===== src/rtl/output_port_rr_allocator.sv =====
// Output-port allocator: decodes input header nibbles, grants one input per packet using
// two-class round-robin, and force-releases after MAX_BEATS payload beats. Optional: OPRA_AGING_EN.
module output_port_rr_allocator #(
  parameter  int PORTS     = 4,
  parameter  int MAX_BEATS = 16,
  parameter  int AGE_LIMIT = 8,
  localparam int PW        = (PORTS > 1) ? $clog2(PORTS) : 1,
  localparam int BW        = $clog2(MAX_BEATS + 1)
) (
  input  logic                  clk,
  input  logic                  rst,
  input  logic [PW-1:0]         r_adr,
  input  logic [PORTS-1:0][3:0] in_ch_hdr_msn,
  input  logic [PORTS-1:0]      priority_field,
  output logic [PORTS-1:0]      sel,
  output logic                  shift,
  output logic                  busy,
  output logic [PW-1:0]         owner,
  output logic                  wdog_err
);

  localparam logic [1:0] TYP_HDR = 2'b11;
  localparam logic [1:0] TYP_PAY = 2'b10;

  typedef enum logic {IDLE, HOLD} state_t;

  state_t            state;
  logic [PW-1:0]     owner_q;
  logic [PW-1:0]     rr_ptr;
  logic [BW-1:0]     beat_cnt;

  logic [PORTS-1:0]  req;
  logic [PORTS-1:0]  hi;
  logic [PORTS-1:0]  cand;
  logic [PW-1:0]     winner;
  logic              found;
  logic [1:0]        owner_typ;
  logic              beats_full;
  logic              release_c;
  logic              wdog_c;
  logic              avail;
  logic              grant;

  if (MAX_BEATS < 1) begin : g_bad_max_beats
    $error("MAX_BEATS must be >= 1");
  end
  if (AGE_LIMIT < 1) begin : g_bad_age_limit
    $error("AGE_LIMIT must be >= 1");
  end

  always_comb begin
    req = '0;
    for (int i = 0; i < PORTS; i++) begin
      req[i] = (in_ch_hdr_msn[i][3:2] == TYP_HDR) &&
               (int'(in_ch_hdr_msn[i][1:0]) == int'(r_adr));
    end
  end

`ifdef OPRA_AGING_EN
  localparam int AW = $clog2(AGE_LIMIT + 1);

  logic [PORTS-1:0][AW-1:0] wait_cnt;

  // A requester that has waited AGE_LIMIT cycles competes in the high class.
  always_comb begin
    hi = '0;
    for (int i = 0; i < PORTS; i++) begin
      hi[i] = req[i] && (priority_field[i] || (wait_cnt[i] == AW'(AGE_LIMIT)));
    end
  end

  always_ff @(posedge clk) begin
    for (int i = 0; i < PORTS; i++) begin
      if (rst) begin
        wait_cnt[i] <= '0;
      end else if (!req[i] || (grant && (winner == PW'(i)))) begin
        wait_cnt[i] <= '0;
      end else if (wait_cnt[i] != AW'(AGE_LIMIT)) begin
        wait_cnt[i] <= wait_cnt[i] + 1'b1;
      end
    end
  end
`else
  always_comb begin
    hi = req & priority_field;
  end
`endif

  assign owner_typ  = in_ch_hdr_msn[owner_q][3:2];
  assign beats_full = (beat_cnt == BW'(MAX_BEATS));
  assign release_c  = (state == HOLD) && ((owner_typ != TYP_PAY) || beats_full);
  assign wdog_c     = (state == HOLD) && (owner_typ == TYP_PAY) && beats_full;
  assign avail      = (state == IDLE) || release_c;
  assign grant      = !rst && avail && (|req);

  // Cyclic search starting at rr_ptr over the active class.
  always_comb begin
    cand   = (|hi) ? hi : req;
    winner = '0;
    found  = 1'b0;
    for (int k = 0; k < PORTS; k++) begin
      automatic int idx = (int'(rr_ptr) + k) % PORTS;
      if (!found && cand[idx]) begin
        found  = 1'b1;
        winner = PW'(idx);
      end
    end
  end

  always_comb begin
    sel = '0;
    if (grant) begin
      sel = PORTS'(1) << winner;
    end else if (!rst && (state == HOLD) && !release_c) begin
      sel = PORTS'(1) << owner_q;
    end
  end

  assign shift    = grant;
  assign busy     = !rst && (state == HOLD);
  assign wdog_err = !rst && wdog_c;
  assign owner    = grant ? winner : owner_q;

  always_ff @(posedge clk) begin
    if (rst) begin
      state    <= IDLE;
      owner_q  <= '0;
      rr_ptr   <= '0;
      beat_cnt <= '0;
    end else if (grant) begin
      state    <= HOLD;
      owner_q  <= winner;
      rr_ptr   <= (winner == PW'(PORTS - 1)) ? '0 : winner + 1'b1;
      beat_cnt <= '0;
    end else if (release_c) begin
      state    <= IDLE;
    end else if ((state == HOLD) && !beats_full) begin
      beat_cnt <= beat_cnt + 1'b1;
    end
  end

  a_sel_onehot0 : assert property (@(posedge clk) $onehot0(sel));
  a_shift_sel   : assert property (@(posedge clk) shift |-> $onehot(sel));

endmodule

===== config.mk =====
export PLATFORM = sky130hd
export DESIGN_NAME = output_port_rr_allocator
export DESIGN_NICKNAME = d
export VERILOG_FILES = /design/src/rtl/output_port_rr_allocator.sv
export SDC_FILE = /design/constraint.sdc
export NUM_CORES = 1
export LEC_CHECK = 0
export CAP_MARGIN = 0
export CORE_MARGIN = 1
export CORE_UTILIZATION = 40
export DETAILED_ROUTE_END_ITERATION = 16
export GPL_TIMING_DRIVEN = 0
export PLACE_DENSITY = 0.75
export SYNTH_ARGS = -nofsm -noshare
export SYNTH_HDL_FRONTEND = slang
export SYNTH_SLANG_ARGS = --single-unit

===== constraint.sdc =====
create_clock -name clk -period 2.9 [get_ports clk]
set_clock_uncertainty 0.2 [all_clocks]
set_input_delay 0.58 -clock clk [delete_from_list [all_inputs] [get_ports clk]]
set_output_delay 0.58 -clock clk [all_outputs]
set_load 0.02 [all_outputs]

# After elaboration in Yosys (flattened, before gate mapping)
# Cells that the tools add are included.
op_classes:
  addsub: 5
  magnitude_cmp: 5
  eq_ne: 12
  shift: 2
  muxes: 27
  bitwise: 6
  n_reduce_logical: 32
op_table:
  columns: ["op", "n"]
  rows:
  - ["logical AND 1 bit", 16]
  - ["two-way mux 4 bit", 4]
  - ["equality test 2 bit, second input constant", 6]
  - ["less-than comparator 3 x 4 -> 1 bit, second input constant", 3]
  - ["two-way mux 1 bit", 12]
  - ["two-way mux 2 bit", 6]
  - ["binary-select mux 1 bit (select 2 bit)", 4]
  - ["binary-select mux 4 bit (select 2 bit)", 1]
  - ["equality test 2 bit", 4]
  - ["OR reduction 2 bit", 4]
  - ["OR reduction 4 bit", 2]
  - ["<< shifter 1 x 2 -> 4 bit, first input constant", 2]
  - ["zero test 1 bit", 6]
  - ["less-than comparator 2 x 3 -> 1 bit, second input constant", 2]
  - ["adder 5 x 1 -> 5 bit, second input constant", 1]
  - ["equality test 5 bit, second input constant", 1]
  - ["adder 2 x 1 -> 2 bit, second input constant", 2]
  - ["adder 2 bit, second input constant", 2]
  - ["bitwise AND 4 bit", 1]
  - ["bitwise AND 1 bit, first input constant", 3]
  - ["logical OR 1 bit", 2]
  - ["!= test 2 bit, second input constant", 1]
  - ["inverter 1 bit", 2]
  - ["AND reduction 2 bit", 1]
  - ["nonzero test 2 bit", 1]
word_totals:
  reg_bits: 10
  input_bits: 24
  output_inout_bits: 9
  word_cells: 93

# Longest topological paths before layout
# Gate-level depths: netlist of run 1.
depth:
  depth_word: 19
  ltp_mapped: 10
  mapped_depth_nobuf: 9

# Worst setup path before layout of run 1
# OpenSTA, ideal clock, no wires.
synth_path:
  kind: "input-to-output"
  from: "in r_adr[1]"
  to: "out sel[2]"
  t_arrival_ns: 2.665
  required_ns: 2.120
  slack_ns: -0.545
  path_stages: 10
  path_buffers: 1
  path_cell_list: "clkbuf_2 -> xnor2_1 -> nand3_1 -> a31oi_1 -> or3b_2 -> a21oi_1 -> or2_2 -> ha_1 -> nand2_1 -> o21ai_0"
synth_via:
  elab_chain_cells: 19
  word_cells_on_any_way: 39
  classes_between: "4 x eq/ne; 1 x shift; 20 x mux; 1 x bitwise; 13 x reduce/logical"
synth_lines:
  columns: ["item", "line_no", "source"]
  rows:
  - ["from (decl)", "12", "input logic [PW-1:0] r_adr,"]
  - ["equality test 2 bit", "55", "(int'(in_ch_hdr_msn[i][1:0]) == int'(r_adr));"]
  - ["logical AND 1 bit", "54", "req[i] = (in_ch_hdr_msn[i][3:2] == TYP_HDR) &&"]
  - ["bitwise AND 4 bit", "85", "hi = req & priority_field;"]
  - ["OR reduction 4 bit", "98", "cand = (|hi) ? hi : req;"]
  - ["two-way mux 4 bit", "98", null]
  - ["binary-select mux 1 bit (select 2 bit)", "103", "if (!found && cand[idx]) begin"]
  - ["two-way mux 1 bit (not written as such)", "103", null]
  - ["two-way mux 1 bit", "103", null]
  - ["(+3 left out)", null, null]
  - ["zero test 1 bit", "103", null]
  - ["logical AND 1 bit", "103", null]
  - ["two-way mux 1 bit", "103", null]
  - ["zero test 1 bit", "103", null]
  - ["logical AND 1 bit", "103", null]
  - ["two-way mux 2 bit", "103", null]
  - ["<< shifter 1 x 2 -> 4 bit", "113", "sel = PORTS'(1) << winner;"]
  - ["two-way mux 4 bit (*)", "112", "if (grant) begin"]
  - ["to (decl)", "15", "output logic [PORTS-1:0] sel,"]
# Every way passes the cells marked *; elsewhere a longest branch is shown, timed or not. The select of a mux whose other input is x is not followed.

# Worst setup path in the final report of run 1
layout_path:
  from: "in in_ch_hdr_msn[6] in the netlist's numbering"
  to: "out sel[0]"
layout_via:
  elab_chain_cells: 19
  word_cells_on_any_way: 43
  classes_between: "2 x eq/ne; 1 x shift; 23 x mux; 1 x bitwise; 16 x reduce/logical"
layout_lines:
  columns: ["item", "line_no", "source"]
  rows:
  - ["from (decl)", "13", "input logic [PORTS-1:0][3:0] in_ch_hdr_msn,"]
  - ["equality test 2 bit", "54", null]
  - ["logical AND 1 bit", "54", null]
  - ["bitwise AND 4 bit", "85", null]
  - ["OR reduction 4 bit", "98", null]
  - ["two-way mux 4 bit", "98", null]
  - ["binary-select mux 1 bit (select 2 bit)", "103", null]
  - ["two-way mux 1 bit (not written as such)", "103", null]
  - ["two-way mux 1 bit", "103", null]
  - ["(+3 left out)", null, null]
  - ["zero test 1 bit", "103", null]
  - ["logical AND 1 bit", "103", null]
  - ["two-way mux 1 bit", "103", null]
  - ["zero test 1 bit", "103", null]
  - ["logical AND 1 bit", "103", null]
  - ["two-way mux 2 bit", "103", null]
  - ["<< shifter 1 x 2 -> 4 bit", "113", null]
  - ["two-way mux 4 bit (*)", "112", null]
# Marked as above.

==> impl_metrics.yaml, run 1 <==
power_and_ir_drop:
  fin_total_pwr_uw: 576
  swShare_pct: 36.1
  leakagePower_nw: 0.822
  power_switching_uw: 208
  clkPwrFrac_pct: 22.9
  p_per_area_nw_per_um2: 283
  vdd_drop_max_mv: 0.289
  pwr-share-seq_pct: 27.0
  power.internal_uw: 368
  comb_power_share_pct: 50.1
drt:
  final_antenna_net_count: 0
  drtPass1Iterations: 4
  drt-total-wl_um: 4530
  wire_per_inst_um: 21.7
  routed_via_density: 6.04
  drc: 0
  num_vias: 1263
  drt_iter0_markers: 28
synthesis:
  syn_area_um2: 967
  synth_seq_area_share_pct: 20.7
  synth-seq-cells: 10
  synth_fa_ha_area_share_pct: 7.76
  syn_nets: 152
  synth_top_family_by_area: "simple AND/OR/NAND/NOR gates"
  syn_inst: 122
  ys.flop_type: "dfxtp_1"
  async_flop_share_pct: 0
  synth_compound_area_share_pct: 16.2
  synthMuxAreaShare_pct: 3.36
  synth_warnings: 0
  yosysTopAreaCell: "dfxtp_1"
  synth_edf_count: 0
  avgSynthCellArea_um2: 7.93
  synth_top_area_share_pct: 20.7
  synth_area_leaders: "dfxtp_1 21%, xnor2_1 8.2%, ha_1 7.8%, nand3_1 4.1%, nand2_1 3.9%"
  synth_xor_area_share_pct: 10.9
  synth_simple_gate_area_share_pct: 34.7
  yosysUniqueCellTypes: 39
die:
  core_um2: 2250
  start_util_pct: 42.9
  io_pins: 33
  fp.dieH_um: 51.2
  die_w_um: 51.2
  die_area_um2: 2620
  rows: 17
critical_path:
  slowest_delay_ns: 0.36
  arrival_ns: 2.64
  cp_max_fo: 3
  path_common_cell: "buf_6"
  crit_family: "compound AO/OA/AOI/OAI gates"
  cp-start-kind: "primary input"
  path_buf_inv: 3
  worstPathRequired_ns: 2.12
  worst_setup_path_end_kind: "output port"
  worst-setup-path-type: "in -> out"
  path_cells: "clkdlybuf4s15_2, and3_4, nand3_4, buf_6, a31oi_1, nor2_1, a21oi_4, or2_4, ha_4, nand2_4, o21ai_4, buf_6"
  cp_slowest_cell: "a31oi_1"
global_route:
  grt_max_degree: 11
  grt-ovfl-total: 0
  grt_antenna_before_repair: 0
  grt_pass1_wl_um: 6360
  grt_util_all_layers_pct: 34.5
  grt_pass1_vias: 1324
clocking:
  numCtsBuffers: 3
  clock_path_buffers: 2
  cts-htree-levels: 1
  cts-root-buf: "clkbuf_4"
  cts_tree: "yes"
  clkLatencyLatePin_ns: 0.28
  cts_sinks: 10
  path_clk_slew_ns: 0.07
timing:
  slew_headroom_pct: 72.0
  final_max_slew_viol_count: 0
  max_freq_ghz: 0.292
  worst-slew-pin-transition_ns: 0.419
  finalCritPeriodShare_pct: 118
  setup-tns-final_ns: -2.63
  setup_viol: 7
  grt_setup_unrepaired: "yes"
  setup_ws_ns: -0.520
  hold_violations: 0
  fin_crit_ns: 3.42
layout:
  final_common_cell: "buf_4"
  diodes: 0
  drive_gt1_share_pct: 60.8
  layout_common_cells: "22 x buf_4, 14 x buf_2, 12 x buf_6"
  nets: 212
  area_growth_pct: 110
placed_design:
  gp_congestion: 0.784
  dpl.hpwl_um: 2180
  io_buffers: 30
  dp_slack_ns: -1.24
outcome:
  outcome: "complete, but fails checks"
  violations: "setup timing"
worst_hold_path:
  hold_path_class: "reg -> reg"
run:
  drv_cap: 0
-- sequential cells by signal, indices dropped and copies added (netlist names) --
signal and cells:
rr_ptr 2, beat_cnt 5, state 1, owner_q 2
-- through the flow --
| stage | hold slack (ns) | area, um^2 | instances | util (%) |
|---|---|---|---|---|
| 2_1_floorplan | 0.278 | 1230 | 122 | - |
| 3_3_place_gp | 0.301 | 1570 | 180 | 69.5 |
| 3_5_place_dp | 0.311 | 1570 | 180 | 69.5 |
| 4_1_cts | 0.362 | 1920 | 202 | 85.1 |
| 5_1_grt | 0.397 | 2030 | 209 | 90.1 |
| 6_report | 0.375 | 2030 | 209 | 90.1 |
-- area by class of cell --
type	instances	area, um^2
well taps	28	35.0
plain buffers	4	60.1
inverters	6	30.0
flip-flops and latches	10	200
multi-input cells	100	1210
repair buffers	57	459
fillers	89	223
clock buffers	4	36.3
-- power by group through the flow --
stage	registers (mW)	logic [mW]	clock network [mW]
floorplan	0.152	0.121	0
finish	0.155	0.289	0.132
global placement	0.154	0.180	0
CTS	0.153	0.244	0.131
detailed placement	0.154	0.183	0
global route	0.155	0.300	0.138
-- path summary, 6_finish.rpt --
check | end | startpoint | cells past startpoint | slack (ns)
max | sel[0] | in_ch_hdr_msn[6] | 12 | -0.52
min | beat_cnt[1] | beat_cnt[1] | 2 | 0.37
max reg2reg | owner_q[0] | owner_q[1] | 7 | 0.69
min reg2reg | beat_cnt[1] | beat_cnt[1] | 2 | 0.37
-- Yosys cell counts, drive strengths merged (3+ instances only) --
master  count
ha          6
nor2b       5
nor3        7
nand2      10
and3        5
clkbuf      4
xnor2       9
o21ai       6
nand3       8
inv         6
nor2        5
nand4       6
a31oi       4
dfxtp      10
a21o        3
xor2        3
-- kinds of logic after synthesis --
logic type,Yosys count
xor gates and xnor gates,12
buffers and inverters,12
and+or+nand+nor,59
AOI/OAI and AO/OA,21
DFF,10
muxes,2
adders and majority gates,6
-- tightest hold or removal path, stage by stage, from the launching register on --
cell     delay [ns]
dfxtp_1        0.34
mux2i_1        0.13
nor3_1         0.06
-- metal layers --
metal  GRT usage [%]  vias to the layer above  wire [um]  share of wire [%]
li1                -                      561          -                  -
met1            39.1                      606       1680                 37
met2            61.4                       76       2350                 52
met3            9.52                       20        340                7.5
met4            11.6                        0        153                3.4
met5               0                        -          0                  0
-- repair_timing --
action | CTS | global route
setup endpoints to repair | 8 | 9
resized for setup | 151 | 17
hold buffers | 0 | 0
pin swaps | 40 | 13
setup buffers | 20 | 7
Note: power is estimated with default switching activity, not from simulation.
==> run 2, diff against run 1 <==
- CAP_MARGIN: 0 -> unset
==> results of run 2 <==
Final layout, timing and power as in run 1 (identical DEF).
==> run 3, diff against run 2 <==
- GPL_TIMING_DRIVEN: 0 -> unset
==> impl_metrics.yaml, run 3 (same netlist as run 1, synthesis figures left out) <==
clocking:
  clock_path_buffers: 2
  numCtsBuffers: 3
  cts_hold_buf: 0
  cts_sinks: 10
  cts-htree-levels: 1
  cts-root-buf: "clkbuf_4"
  path_clk_slew_ns: 0.08
  cts_tree: "yes"
  clkLatencyLatePin_ns: 0.30
drt:
  drt_iter0_markers: 73
  wire_per_inst_um: 26.3
  final_antenna_net_count: 0
  wl_met1_um: 1910
  drt-total-wl_um: 5700
  highest_layer: "met4"
  wl_met3_um: 484
  drtPass1Iterations: 4
  routed_via_density: 6.76
  num_vias: 1466
  drc: 0
  route.met2.wl_um: 2780
layout:
  reg.largest.list: "beat_cnt (5), owner_q (2), rr_ptr (2)"
  drive_gt1_share_pct: 64.0
  final_common_cell: "buf_4"
  regMostFlops: "beat_cnt"
  largest_register_ffs: 5
  utilization_pct: 91.7
  nets: 220
  layout_common_cells: "32 x buf_4, 13 x buf_6, 10 x dfxtp_1"
  diodes: 0
  area_growth_pct: 114
worst_hold_path:
  hold_path_class: "reg -> reg"
timing:
  worst-slew-pin-transition_ns: 0.372
  hold_slack_ns: 0.407
  finalCritPeriodShare_pct: 118
  fin_crit_ns: 3.43
  max_freq_ghz: 0.292
  setup_viol: 7
  slew_headroom_pct: 75.0
  final_max_slew_viol_count: 0
  hold_violations: 0
  setup_ws_ns: -0.528
  grt_setup_unrepaired: "yes"
critical_path:
  path_buf_inv: 3
  cp_slowest_cell: "nor4_4"
  path_common_cell: "buf_6"
  arrival_ns: 2.65
  worst_setup_path_end_kind: "output port"
  cp-start-kind: "primary input"
  path_cells: "clkdlybuf4s15_1, and3_4, nand3_4, a31oi_4, buf_6, nor4_4, o21bai_4, or2_4, ha_4, nand2_4, o21ai_4, buf_6"
  worst-setup-path-type: "in -> out"
  cp_max_fo: 3
  crit_family: "simple AND/OR/NAND/NOR gates"
  worstPathRequired_ns: 2.12
  slowest_delay_ns: 0.34
power_and_ir_drop:
  vdd_drop_max_mv: 0.336
  leakagePower_nw: 0.847
  p_per_area_nw_per_um2: 291
global_route:
  grt_antenna_before_repair: 0
  grt_util_all_layers_pct: 36.8
  grt_pass1_wl_um: 6750
  grt_max_degree: 15
  grt_pass1_vias: 1328
  grt-ovfl-total: 0
outcome:
  outcome: "complete, but fails checks"
  violations: "setup timing"
run:
  drv_cap: 0
die:
  die_w_um: 51.2
  fp.dieH_um: 51.2
  core_um2: 2250
  die_area_um2: 2620
  io_pins: 33
  rows: 17
  start_util_pct: 42.9
placed_design:
  io_buffers: 32
  gp_congestion: 0.812
  dpl.hpwl_um: 2450
-- run 3: changes by cell type in the layout (fill, tap and decap cells not counted), moves of 2 or more --
cell             before  now
clkbuf_2              2    7
buf_4                22   32
clkdlybuf4s15_2       2    0
buf_2                14    9
clkbuf_16             2    0
buf_12                0    2
inv_2                 0    2
-- run 3: routing by layer --
layer,global-route usage (%),vias to the layer above
met4,17.6,0
met3,8.33,61
li1,-,580
met1,37.9,696
met5,0,-
met2,68.9,129
-- run 3: worst min-delay path: stages, from the launching register on --
cell	delay [ns]
dfxtp_1	0.33
xor2_1	0.16
nor3_1	0.07
-- run 3: what timing repair did --
| item | in CTS | in global routing |
|---|---|---|
| setup buffers | 9 | 6 |
| resized for setup | 136 | 44 |
| pin swaps | 35 | 40 |
| setup endpoints to repair | 8 | 7 |
-- run 3: where the power goes --
group	total [mW]	internal [mW]	switching (mW)
registers	0.155	0.143	0.0111
clock network	0.144	0.0767	0.0672
logic	0.304	0.152	0.152
total	0.603	0.372	0.230
-- run 3: cell type report --
| cell class | count | area (um^2) |
|---|---|---|
| tap | 28 | 35.0 |
| timing repair buffer | 69 | 564 |
| clock buffer | 4 | 36.3 |
| sequential | 10 | 200 |
| fill | 85 | 186 |
| multi-input combinational | 100 | 1210 |
| inverter | 6 | 22.5 |
-- run 3: path summary, 6_finish.rpt --
path,start,endpoint,slack (ns),depth (start not counted)
min reg2reg,beat_cnt[4],beat_cnt[4],0.41,2
min,beat_cnt[4],beat_cnt[4],0.41,2
max reg2reg,owner_q[1],rr_ptr[0],0.67,8
max,priority_field[2],sel[2],-0.53,12
-- run 3: through the flow --
step	worst slack (ns)	instances	area [um^2]	setup TNS, ns	power (mW)
detailed placement	-1.24	200	1700	-8.07	0.361
global route	-0.594	217	2070	-3.09	0.622
CTS	-0.385	212	1980	-1.88	0.534
finish	-0.528	217	2070	-2.50	0.603
floorplan	-0.150	122	1230	-0.564	0.273
global placement	-1.21	200	1700	-7.74	0.355
